### src/rtl/seq_ctrl_pkg.sv
// Shared types, default sizes and a debug helper for the serial pattern detector.
package seq_ctrl_pkg;

  localparam int unsigned DefWordW = 8;
  localparam int unsigned DefPatW  = 5;
  localparam int unsigned DefCntW  = 8;

  typedef enum logic [1:0] {
    IDLE      = 2'd0,
    WAIT_WORD = 2'd1,
    SHIFT     = 2'd2,
    HALT      = 2'd3
  } state_t;

  // ASCII state name, nine characters wide, for debug displays.
  function automatic logic [8*9-1:0] state_name(input state_t s);
    logic [8*9-1:0] name;
    case (s)
      IDLE:      name = "IDLE     ";
      WAIT_WORD: name = "WAIT_WORD";
      SHIFT:     name = "SHIFT    ";
      HALT:      name = "HALT     ";
      default:   name = "UNKNOWN  ";
    endcase
    return name;
  endfunction

endpackage

### src/rtl/seq_match_core.sv
// Serial pattern matcher: bit history, fill counter, length-masked compare, overlap clear.
module seq_match_core
  import seq_ctrl_pkg::*;
#(
  parameter int unsigned PAT_W = DefPatW,
  parameter int unsigned LEN_W = $clog2(PAT_W + 1)
) (
  input  logic             clk,
  input  logic             res_n,
  input  logic             shift_en,
  input  logic             bit_in,
  input  logic             clear,
  input  logic [LEN_W-1:0] len,
  input  logic [PAT_W-1:0] pattern,
  input  logic             overlap,
  output logic             match
);

  // Only PAT_W-1 past bits are kept: together with bit_in they form the full compare window,
  // and the oldest bit of a full window is never looked at again.
  logic [PAT_W-2:0] hist_q, hist_d;
  logic [LEN_W-1:0] fill_q, fill_d;

  logic [PAT_W-1:0] hist_shift;
  logic [LEN_W-1:0] fill_inc;
  logic [PAT_W-1:0] len_mask;

  // Compare the updated history against the pattern, masked to the programmed length.
  always_comb begin
    hist_shift = {hist_q, bit_in};
    fill_inc   = (fill_q == LEN_W'(PAT_W)) ? fill_q : fill_q + 1'b1;
    len_mask   = '0;
    for (int i = 0; i < int'(PAT_W); i++) begin
      len_mask[i] = (LEN_W'(i) < len);
    end
    match = shift_en && (len != '0) && (fill_inc >= len) &&
            (((hist_shift ^ pattern) & len_mask) == '0);
  end

  // Next history: clear wins, then non-overlapped match restart, else shift in the new bit.
  always_comb begin
    hist_d = hist_q;
    fill_d = fill_q;
    if (clear) begin
      hist_d = '0;
      fill_d = '0;
    end else if (shift_en) begin
      if (match && !overlap) begin
        hist_d = '0;
        fill_d = '0;
      end else begin
        hist_d = hist_shift[PAT_W-2:0];
        fill_d = fill_inc;
      end
    end
  end

  // History and fill registers.
  always_ff @(posedge clk or negedge res_n) begin
    if (!res_n) begin
      hist_q <= '0;
      fill_q <= '0;
    end else begin
      hist_q <= hist_d;
      fill_q <= fill_d;
    end
  end

endmodule

### src/rtl/seq_detect_ctrl.sv
// Word-to-bit scheduler and controller around the serial pattern matcher.
module seq_detect_ctrl
  import seq_ctrl_pkg::*;
#(
  parameter int unsigned WORD_W = DefWordW,
  parameter int unsigned PAT_W  = DefPatW,
  parameter int unsigned CNT_W  = DefCntW,
  parameter int unsigned LEN_W  = $clog2(PAT_W + 1)
) (
  input  logic              clk,
  input  logic              res_n,
  input  logic              start,
  input  logic              stop,
  input  logic [PAT_W-1:0]  cfg_pattern,
  input  logic [LEN_W-1:0]  cfg_len,
  input  logic              cfg_overlap,
  input  logic [CNT_W-1:0]  cfg_thresh,
  input  logic              s_valid,
  input  logic [WORD_W-1:0] s_data,
  output logic              s_ready,
  output logic              busy,
  output logic              det_pulse,
  output logic [CNT_W-1:0]  hit_cnt,
  output logic              irq,
  input  logic              irq_clr
);

  localparam int unsigned BitW = (WORD_W > 1) ? $clog2(WORD_W) : 1;

  state_t state_q, state_d;

  logic [WORD_W-1:0] word_q, word_d;
  logic [BitW-1:0]   bit_cnt_q, bit_cnt_d;
  logic [PAT_W-1:0]  pat_q, pat_d;
  logic [LEN_W-1:0]  len_q, len_d;
  logic              ovl_q, ovl_d;
  logic [CNT_W-1:0]  thr_q, thr_d;
  logic [CNT_W-1:0]  hit_cnt_q, hit_cnt_d;
  logic              irq_q, irq_d;
  logic              det_q, det_d;

  logic              core_shift;
  logic              core_clear;
  logic              core_match;
  logic [CNT_W-1:0]  hit_inc;

  // A stop in the same cycle suppresses the shift, so any match on this bit is dropped.
  assign core_shift = (state_q == SHIFT) && !stop;

  seq_match_core #(
    .PAT_W(PAT_W),
    .LEN_W(LEN_W)
  ) u_core (
    .clk     (clk),
    .res_n   (res_n),
    .shift_en(core_shift),
    .bit_in  (word_q[WORD_W-1]),
    .clear   (core_clear),
    .len     (len_q),
    .pattern (pat_q),
    .overlap (ovl_q),
    .match   (core_match)
  );

  // FSM next state, word serialization, hit counting and irq control.
  always_comb begin
    state_d    = state_q;
    word_d     = word_q;
    bit_cnt_d  = bit_cnt_q;
    pat_d      = pat_q;
    len_d      = len_q;
    ovl_d      = ovl_q;
    thr_d      = thr_q;
    hit_cnt_d  = hit_cnt_q;
    irq_d      = irq_q;
    det_d      = 1'b0;
    core_clear = 1'b0;
    hit_inc    = (hit_cnt_q == '1) ? hit_cnt_q : hit_cnt_q + 1'b1;

    if (irq_clr) begin
      irq_d = 1'b0;
    end

    unique case (state_q)
      IDLE: begin
        if (start && !stop) begin
          pat_d      = cfg_pattern;
          len_d      = (cfg_len > LEN_W'(PAT_W)) ? LEN_W'(PAT_W) : cfg_len;
          ovl_d      = cfg_overlap;
          thr_d      = cfg_thresh;
          hit_cnt_d  = '0;
          core_clear = 1'b1;
          state_d    = WAIT_WORD;
        end
      end
      WAIT_WORD: begin
        if (s_valid) begin
          word_d    = s_data;
          bit_cnt_d = '0;
          state_d   = SHIFT;
        end
      end
      SHIFT: begin
        word_d    = {word_q[WORD_W-2:0], 1'b0};
        bit_cnt_d = bit_cnt_q + 1'b1;
        if (bit_cnt_q == BitW'(WORD_W - 1)) begin
          state_d = WAIT_WORD;
        end
        if (core_match) begin
          det_d     = 1'b1;
          hit_cnt_d = hit_inc;
          // Reaching the threshold abandons the rest of the word; set beats irq_clr.
          if ((thr_q != '0) && (hit_inc == thr_q)) begin
            irq_d   = 1'b1;
            state_d = HALT;
          end
        end
      end
      HALT: begin
        if (irq_clr) begin
          state_d = IDLE;
        end
      end
      default: state_d = IDLE;
    endcase

    // Abort from any active state; the in-flight word is dropped, counts are kept.
    if (stop && (state_q != IDLE)) begin
      state_d    = IDLE;
      core_clear = 1'b1;
    end
  end

  // Controller state registers.
  always_ff @(posedge clk or negedge res_n) begin
    if (!res_n) begin
      state_q   <= IDLE;
      word_q    <= '0;
      bit_cnt_q <= '0;
      pat_q     <= '0;
      len_q     <= '0;
      ovl_q     <= 1'b0;
      thr_q     <= '0;
      hit_cnt_q <= '0;
      irq_q     <= 1'b0;
      det_q     <= 1'b0;
    end else begin
      state_q   <= state_d;
      word_q    <= word_d;
      bit_cnt_q <= bit_cnt_d;
      pat_q     <= pat_d;
      len_q     <= len_d;
      ovl_q     <= ovl_d;
      thr_q     <= thr_d;
      hit_cnt_q <= hit_cnt_d;
      irq_q     <= irq_d;
      det_q     <= det_d;
    end
  end

  assign s_ready   = (state_q == WAIT_WORD);
  assign busy      = (state_q != IDLE);
  assign det_pulse = det_q;
  assign hit_cnt   = hit_cnt_q;
  assign irq       = irq_q;

endmodule

### config.mk
export PLATFORM = sky130hd
export DESIGN_NAME = seq_detect_ctrl
export DESIGN_NICKNAME = d
export VERILOG_FILES = /design/src/rtl/seq_ctrl_pkg.sv /design/src/rtl/seq_match_core.sv /design/src/rtl/seq_detect_ctrl.sv
export SDC_FILE = /design/constraint.sdc
export NUM_CORES = 1
export LEC_CHECK = 0
export ABC_CLOCK_PERIOD_IN_PS = 2250
export CAP_MARGIN = 25
export CELL_PAD_IN_SITES_DETAIL_PLACEMENT = 0
export CELL_PAD_IN_SITES_GLOBAL_PLACEMENT = 1
export CORE_ASPECT_RATIO = 2
export CORE_MARGIN = 1
export CORE_UTILIZATION = 39
export CTS_BUF_LIST = sky130_fd_sc_hd__clkbuf_8
export CTS_CLUSTER_DIAMETER = 150
export DETAILED_ROUTE_END_ITERATION = 6
export GPL_ROUTABILITY_DRIVEN = 0
export PLACE_DENSITY = 0.77
export SLEW_MARGIN = 25
export SYNTH_ARGS = -nofsm -noshare
export SYNTH_HDL_FRONTEND = slang
export SYNTH_SLANG_ARGS = --single-unit
### constraint.sdc
create_clock -name clk -period 2.25 [get_ports clk]
set_input_delay 0.225 -clock clk [delete_from_list [all_inputs] [get_ports clk]]
set_output_delay 0.225 -clock clk [all_outputs]
set_load 0.05 [all_outputs]
### After elaboration in Yosys (flattened, before gate mapping)

Index checks and enable logic that the tools add are counted.

* register bits after elaboration: 47
* input port bits: 31

* add/sub/neg operators: 3
* order comparisons: 7
* equality and inequality tests: 13
* mux-type cells: 33
* bitwise operators: 2
* reduce and logical (&&, ||, !) cells: 22

Operators with widths (count)
* $mux W8: 4
* $pmux W8 S2: 2
* $mux W3: 6
* $mux W2: 7
* $mux W4: 3
* $mux W1: 9
* $add A8 B1 Y8 const B: 1
* $eq A8 B8 Y1: 1
* $eq A8 B8 Y1 const B: 1
* $logic_and A1 B1 Y1: 8
* $pmux W2 S4: 1
* $reduce_bool A2 Y1: 4
* $reduce_bool A8 Y1: 1
* $add A3 B1 Y3 const B: 2
* $eq A3 B3 Y1 const B: 2
* $lt A1 B3 Y1 const A: 2
* $lt A2 B3 Y1 const A: 2
* $ne A3 B3 Y1 const B: 2
* $pmux W3 S2: 1
* $reduce_and A3 Y1: 2
* $and A5 B5 Y5: 1
* $logic_not A5 Y1: 1
* $xor A5 B5 Y5: 1
* $eq A2 B2 Y1 const B: 2
* other kinds (11): 14

### Longest topological paths before layout

Gate-level depths: netlist (run 1).

* depth after elaboration: 9
* depth in mapped cells: 12
* mapped depth without buffers: 11

### Cells and area by module

From an unflattened synthesis (run 1), not the netlist that was laid out.

* cell total of the unflattened synthesis: 293
* area total of the unflattened synthesis: 2813.9 um2

By module, submodules not included
* seq_detect_ctrl: instances 1, cells each 236, area an instance 2267.2 um2
* seq_match_core: instances 1, cells each 57, area an instance 546.8 um2

### Least setup slack after synthesis (run 1)

No wires, ideal clock.

* kind: register to register
* start: reg u_core.fill_q[0]
* end: reg u_core.fill_q[1]
* library setup time: 0.067 ns
* arrival: 2.334 ns
* data required time: 2.183 ns
* path slack: -0.151 ns
* cell stages (with the launch flop): 11
* path buffers: 0
* cells stage by stage: dfrtp_1 -> ha_1 -> nand2_1 -> xnor2_1 -> ha_1 -> nand2b_1 -> a21o_1 -> a21oi_1 -> nor4_1 -> nor3_1 -> a22o_1

* longest elaborated chain between the ends: 9
* elaborated cells between the ends (all ways): 10
* those cells by class: add/sub (1); order compare (1); eq/ne (1); mux (4); reduce/logical (3)

RTL lines
* start, declared: RTL line seq_match_core.sv:22 `logic [LEN_W-1:0] fill_q, fill_d;`
* start signal, assigned: RTL line seq_match_core.sv:65 `fill_q <= fill_d;`
* $add A3 B1 Y3 / $eq A3 B3 Y1 (equally long branches): RTL line seq_match_core.sv:31 `fill_inc = (fill_q == LEN_W'(PAT_W)) ? fill_q : fill_q + 1'b1;`
* $mux W3 (*): RTL line seq_match_core.sv:31
* $ge A3 B3 Y1: RTL line seq_match_core.sv:36 `match = shift_en && (len != '0) && (fill_inc >= len) &&`
* $logic_and A1 B1 Y1 (2 in series): RTL line seq_match_core.sv:36
* $logic_and A1 B1 Y1: RTL line seq_match_core.sv:48 `if (match && !overlap) begin`
* $mux W3 (*): RTL line seq_match_core.sv:48
* $mux W3 (*): RTL line seq_match_core.sv:47 `end else if (shift_en) begin`
* $mux W3 (*): RTL line seq_match_core.sv:44 `if (clear) begin`

Every way passes the cells marked *; elsewhere a longest branch is shown, timed or not. The select of a mux whose other input is x is not followed.
A chain may end at the register's enable or synchronous reset.

### Final worst setup path (run 1)

* start: reg u_core.fill_q[1]
* end: reg hit_cnt_q[0], in the netlist hit_cnt[0]

* longest elaborated chain between the ends: 7
* elaborated cells between the ends (all ways): 8
* those cells by class: add/sub (1); order compare (1); eq/ne (2); mux (1); reduce/logical (3)

RTL lines
* $add A3 B1 Y3 / $eq A3 B3 Y1 (equally long branches): RTL line seq_match_core.sv:31
* $mux W3 (*): RTL line seq_match_core.sv:31
* $ge A3 B3 Y1 (*): RTL line seq_match_core.sv:36
* $logic_and A1 B1 Y1 (*) (2 in series): RTL line seq_match_core.sv:36
* $ne A2 B1 Y1 (no line) (*)
* $reduce_and A3 Y1 (no line) (*)
* end signal, assigned: RTL line seq_detect_ctrl.sv:155 `hit_cnt_q <= hit_cnt_d;`
* end, declared: RTL line seq_detect_ctrl.sv:38 `logic [CNT_W-1:0] hit_cnt_q, hit_cnt_d;`

Every way passes the cells marked *; elsewhere a longest branch is shown, timed or not.

==> results.txt, run 1 <==
Finished Cell Area - 3710 µm²
VDD IR max - 0.523 mV
WS Path Type - reg2reg
CTS buffer count - 5
CTS sink cnt - 47
worst-margin pin slew - 0.731 ns
share of layout cells above drive strength 1 - 0.250
failing checks - negative setup slack
Mapped Avg Cell Area - 9.46 µm²
post-layout min period - 2.27 ns
Congestion Overflow GR - 0
Synth Cell Area - 2800 µm²
buffer depth of the longest clock path - 2
async set-reset flop share out of synthesis - 1.00
Cell Chain, Critical Path - inv_2 -> ha_4 -> nand2_4 -> xnor2_2 -> ha_1 -> nand2b_4 -> a21o_1 -> a21oi_4 -> nor3_2 -> and2_4 -> mux2_2
global-route wire length before repair - 11600 µm
# rows - 43
Seq/Total Area, Yosys - 0.420
number of global-route vias before repair - 2424
fmax - 0.440 GHz
prevailing post-synth register cell - dfrtp_1
Layout Skew - 0.0121 ns
largest net degree at the start of global routing - 41
n_diodes - 0
commonest non-fill, non-tap cell in the layout - dfrtp_1
max_cap viols - 0
DRT iter0 DRCs - 77
initial antenna violation count - 0
gr usage total - 0.210
CP Launch Type - flip-flop
DRC - 0
H-tree Lvls - 2
placed instance area - 3460 µm²
RSZ-0062 raised after global routing - true
Clock transition at path regs - 0.09 ns
post-synthesis cell type count - 57
die area - 7550 µm²
top cells by area, synth - dfrtp_1, mux2_2, o21ai_0
routed length per instance - 15.8 µm
cells after synthesis - 296
count of final hold-check violations - 0
Seq cells post-synth - 47
synth warn - 0
hpwl dp - 5300 µm
vias - 2463
number of top-level pins - 43
Layout Nets - 400
CP Capture Type - flip-flop
EDFF count, synth - 0
post-synth top area cell - dfrtp_1
Yosys top cell area share - 0.420
status - finished, violations left
Clk Latency, worst-skew pair - 0.31 ns
Layout area overhead - 32.5%
Req. time, crit path - 2.45 ns
cell at the slowest stage of the critical path - dfrtp_1
fin. max-slew vios - 0
power after layout - 2.34 mW
Post-Syn Nets - 335
clk root buf - clkbuf_8
IO buf count - 42
most frequent cells in the layout - dfrtp_1, clkdlybuf4s50_1, buf_4
router iterations before antenna repair - 4
Final Hold Slack - 0.305 ns
die width - 61.9 µm
slew margin rel. - 0.513
Starting Density - 0.404
final setup vio count - 1
Die H - 122 µm
leakage - 1.63 nW
critical path fanouts, max - 4
Fin Setup TNS - -0.0223 ns
Core Box Area - 6940 µm²
Hold/Removal Path Class - in2async
Max stage delay on crit path - 0.40 ns
final wirelength - 7120 µm
critical path arrival - 2.48 ns
final setup margin - -0.0223 ns
fin crit share - 1.01
Power Dens Cells - 630 nW/µm²
CTS tree - built
vias per std cell - 5.47
Routed Antenna Nets - 0
what timing repair did:
action	CTS	global route
hold buffers	0	1
endpoints found under the hold margin	0	9
setup endpoints to repair	16	19
resized for setup	20	11
gates cloned	1	0
buffers inserted	3	0
pin swaps	9	12
cell usage after synthesis, types with 2 or more instances:
cell / n
nand2_1: 29
o31ai_1: 3
o22ai_1: 4
inv_1: 14
clkbuf_1: 8
buf_6: 2
xnor2_1: 4
or2_2: 2
nor2b_1: 2
mux2_2: 18
a21oi_1: 22
buf_2: 3
nand2b_1: 4
nor2_1: 19
mux2i_1: 9
nand4_1: 4
nand3b_1: 2
xor2_1: 6
nand3_1: 5
dfrtp_1: 47
buf_4: 3
a211oi_1: 2
and3_1: 2
o211ai_1: 4
o21ai_0: 25
nor4_1: 3
nor3_1: 6
ha_1: 8
a22o_1: 8
critical path: cells and delay by family, from the launching register on:
family	cells	cell delay (ns)
simple gates	4	0.47
flops	1	0.40
fa+ha+maj	2	0.41
buf+inv	1	0.07
compound gates	2	0.44
xor+xnor	1	0.15
mux	1	0.25
sequential cells by signal, indices dropped and copies added, names as in the netlist:
name,count
det_pulse,1
u_core.hist_q,4
word_q,8
ovl_q,1
len_q,3
pat_q,5
bit_cnt_q,3
state_q,2
irq,1
hit_cnt,8
thr_q,8
u_core.fill_q,3
cell families after synthesis:
group                      after synthesis  synth area share
AOI/OAI and AO/OA                       85             0.198
xor gates and xnor gates                10            0.0313
adders and majority gates                8            0.0357
buffers and inverters                   32            0.0540
DFF                                     47             0.420
muxes                                   28             0.110
and+or+nand+nor                         86             0.151
per-stage QoR:
stage | std cells | util | setup WS, ns
floorplan | 296 | - | 0.0396
global placement | 440 | 0.499 | -0.0149
detailed placement | 440 | 0.499 | -0.119
CTS | 449 | 0.526 | -0.0455
global route | 450 | 0.535 | -0.138
finish | 450 | 0.535 | -0.0223
worst paths after layout:
path                                  start                to  slack, ns  depth (start not counted)
max                        u_core.fill_q[1]        hit_cnt[0]      -0.02                         11
min                                   res_n        hit_cnt[4]       0.30                          2
max reg2reg                u_core.fill_q[1]        hit_cnt[0]      -0.02                         11
min reg2reg                             irq               irq       0.52                          2
max in group asynchronous             res_n  u_core.fill_q[2]       1.33                          4
min in group clk              cfg_thresh[7]          thr_q[7]       0.48                          3
layout make-up:
type	count	area [µm²]
clock buffer	5	68.8
sequential	47	1180
timing repair buffer	76	684
fill	658	3230
multi-input combinational	217	1610
clock inverter	1	3.75
tap	90	113
inverter	14	52.6
power breakdown:
group	internal [mW]	total [mW]	switching [mW]
clock network	0.203	0.482	0.279
logic	0.369	0.712	0.343
registers	0.998	1.15	0.147
total	1.57	2.34	0.769
routing by layer:
layer / up-vias / track usage / part of all wire
met2: 50 / 0.377 / 0.58
met4: 0 / 0.110 / 0.040
met1: 1191 / 0.224 / 0.36
li1: 1199 / - / -
met5: - / 0 / 0
met3: 23 / 0.0318 / 0.021
Note: power is estimated with default switching activity, not from simulation.
==> run 2, diff against run 1 <==
--- a/config.mk
+++ b/config.mk
@@ -17,6 +17,7 @@
 export DETAILED_ROUTE_END_ITERATION = 6
 export GPL_ROUTABILITY_DRIVEN = 0
 export PLACE_DENSITY = 0.77
+export REMOVE_ABC_BUFFERS = 1
 export SLEW_MARGIN = 25
 export SYNTH_ARGS = -nofsm -noshare
 export SYNTH_HDL_FRONTEND = slang
==> results.txt, run 2 (same netlist as run 1, synthesis figures left out) <==
worst flop-to-flop path startpoint - u_core.fill_q[1]
vias - 2470
CTS tree - built
register-to-register setup slack - -0.08 ns
RSZ-0062 raised after global routing - true
H-tree Lvls - 2
DRC - 0
combinational fraction of design power - 0.282
# rows - 43
leakage - 1.63 nW
placed instance area - 3440 µm²
IO buf count - 42
Finished Layout Cells - 448
timing startpoint of the critical path - u_core.fill_q[1]
Critical Path Sink - hit_cnt[0]
Placed Cells - 437
final wirelength - 7180 µm
status - finished, violations left
largest net degree at the start of global routing - 25
DRT iter0 DRCs - 167
buffer depth of the longest clock path - 2
global-route wire length before repair - 12000 µm
CP Launch Type - flip-flop
WS Path Type - reg2reg
slew margin rel. - 0.513
max_cap viols - 0
number of top-level pins - 43
sw power - 0.784 mW
most frequent cells in the layout - dfrtp_1, clkdlybuf4s50_1, buf_4
hpwl dp - 5280 µm
clk root buf - clkbuf_8
CP Capture Type - flip-flop
worst-margin pin slew - 0.730 ns
Layout Nets - 396
Clk Latency, worst-skew pair - 0.31 ns
critical path fanouts, max - 3
final setup margin - -0.0810 ns
post-layout min period - 2.33 ns
Req. time, crit path - 2.46 ns
Congestion Overflow GR - 0
Seq pwr share - 0.457
die area - 7550 µm²
initial antenna violation count - 0
Fin Setup TNS - -0.314 ns
Die H - 122 µm
CTS buffer count - 5
share of layout cells above drive strength 1 - 0.243
Reg2Reg Depth - 12
router iterations before antenna repair - 4
Layout area overhead - 32.9%
Starting Density - 0.404
fin crit share - 1.04
Power Dens Cells - 675 nW/µm²
final core utilization - 0.537
routed length per instance - 16.0 µm
Routed Antenna Nets - 0
Clock transition at path regs - 0.09 ns
critical path arrival - 2.54 ns
CTS sink cnt - 47
Layout Skew - 0.00809 ns
failing checks - negative setup slack
fmax - 0.429 GHz
gr usage total - 0.218
die width - 61.9 µm
Critical R2R Capture - hit_cnt[0]
sw frac - 0.312
fin. max-slew vios - 0
number of global-route vias before repair - 2523
vias per std cell - 5.51
VDD IR max - 0.430 mV
commonest non-fill, non-tap cell in the layout - dfrtp_1
clock power share - 0.260
n_diodes - 0
count of final hold-check violations - 0
Finished Cell Area - 3720 µm²
final setup vio count - 14
# fillers - 636
internal power - 1.73 mW
Hold/Removal Path Class - in2async
Core Box Area - 6940 µm²
-- run 2: changes by cell type in the layout (fill, tap and decap cells not counted), moves of 2 or more --
cell and change:
dfrtp_2 -2, a21oi_2 +2, buf_4 -4, o21ai_0 +2
o21ai_1 -3, dfrtp_1 +2
-- run 2: how the worst min path moves through the flow --
stage                  startpoint      endpoint  slack (ns)  depth (start not counted)
detailed placement          res_n      thr_q[5]        0.28                          1
global placement            res_n      thr_q[5]        0.28                          1
CTS                 cfg_thresh[7]      thr_q[7]        0.45                          3
floorplan                   res_n  bit_cnt_q[0]       -0.07                          0
global route        cfg_thresh[7]      thr_q[7]        0.49                          3
finish                      res_n      thr_q[5]        0.44                          2
-- run 2: power groups by stage --
stage                     logic, mW  registers (mW)  clock network, mW
after detailed placement      0.647            1.16                  0
after global routing          0.793            1.17              0.707
final                         0.709            1.15              0.654
after floorplan               0.424            1.13                  0
after CTS                     0.672            1.15              0.677
after global placement        0.636            1.16                  0
-- run 2: cell type report --
cell class / count / area (µm²) / share of cell area
repair buffers: 72 / 654 / 0.176
inverters: 14 / 52.6 / 0.0141
clock buffers: 6 / 82.6 / 0.0222
multi-input cells: 217 / 1610 / 0.432
clock inverters: 2 / 35.0 / 0.00941
well taps: 90 / 113 / 0.0302
flip-flops and latches: 47 / 1180 / 0.316
-- run 2: critical path: stages (launching register included) --
cell and delay, ns:
dfrtp_1 0.40, inv_2 0.07, ha_4 0.14, nand2_4 0.08, xnor2_4 0.16, ha_1 0.29, nand2b_4 0.13, a21o_1 0.16
a21oi_2 0.14, buf_4 0.16, nor3_2 0.05, and2_4 0.19, mux2_2 0.25
-- run 2: metal layers --
layer | global-route usage | vias to the layer above | routed length (µm)
met5 | 0 | - | 0
met4 | 0.126 | 0 | 328
met3 | 0.0318 | 24 | 185
met2 | 0.370 | 55 | 3980
met1 | 0.246 | 1200 | 2690
li1 | - | 1191 | -
-- run 2: what timing repair did --
| item | 4_1_cts | 5_1_grt |
|---|---|---|
| pin swaps | 1 | 13 |
| endpoints found under the hold margin | 23 | 0 |
| setup buffers | 1 | 1 |
| hold buffers | 1 | 0 |
| gates resized for setup | 11 | 20 |
| gates cloned | 1 | 0 |
| endpoints found under the setup margin | 14 | 18 |
-- run 2: metrics by stage --
| step | power (mW) | worst slack (ns) | hold slack, ns |
|---|---|---|---|
| 2_1_floorplan | 1.56 | -0.732 | -0.0706 |
| 6_report | 2.51 | -0.0810 | 0.444 |
| 4_1_cts | 2.50 | -0.0792 | 0.455 |
| 3_3_place_gp | 1.79 | -0.199 | 0.275 |
| 3_5_place_dp | 1.81 | -0.278 | 0.275 |
| 5_1_grt | 2.67 | -0.161 | 0.486 |
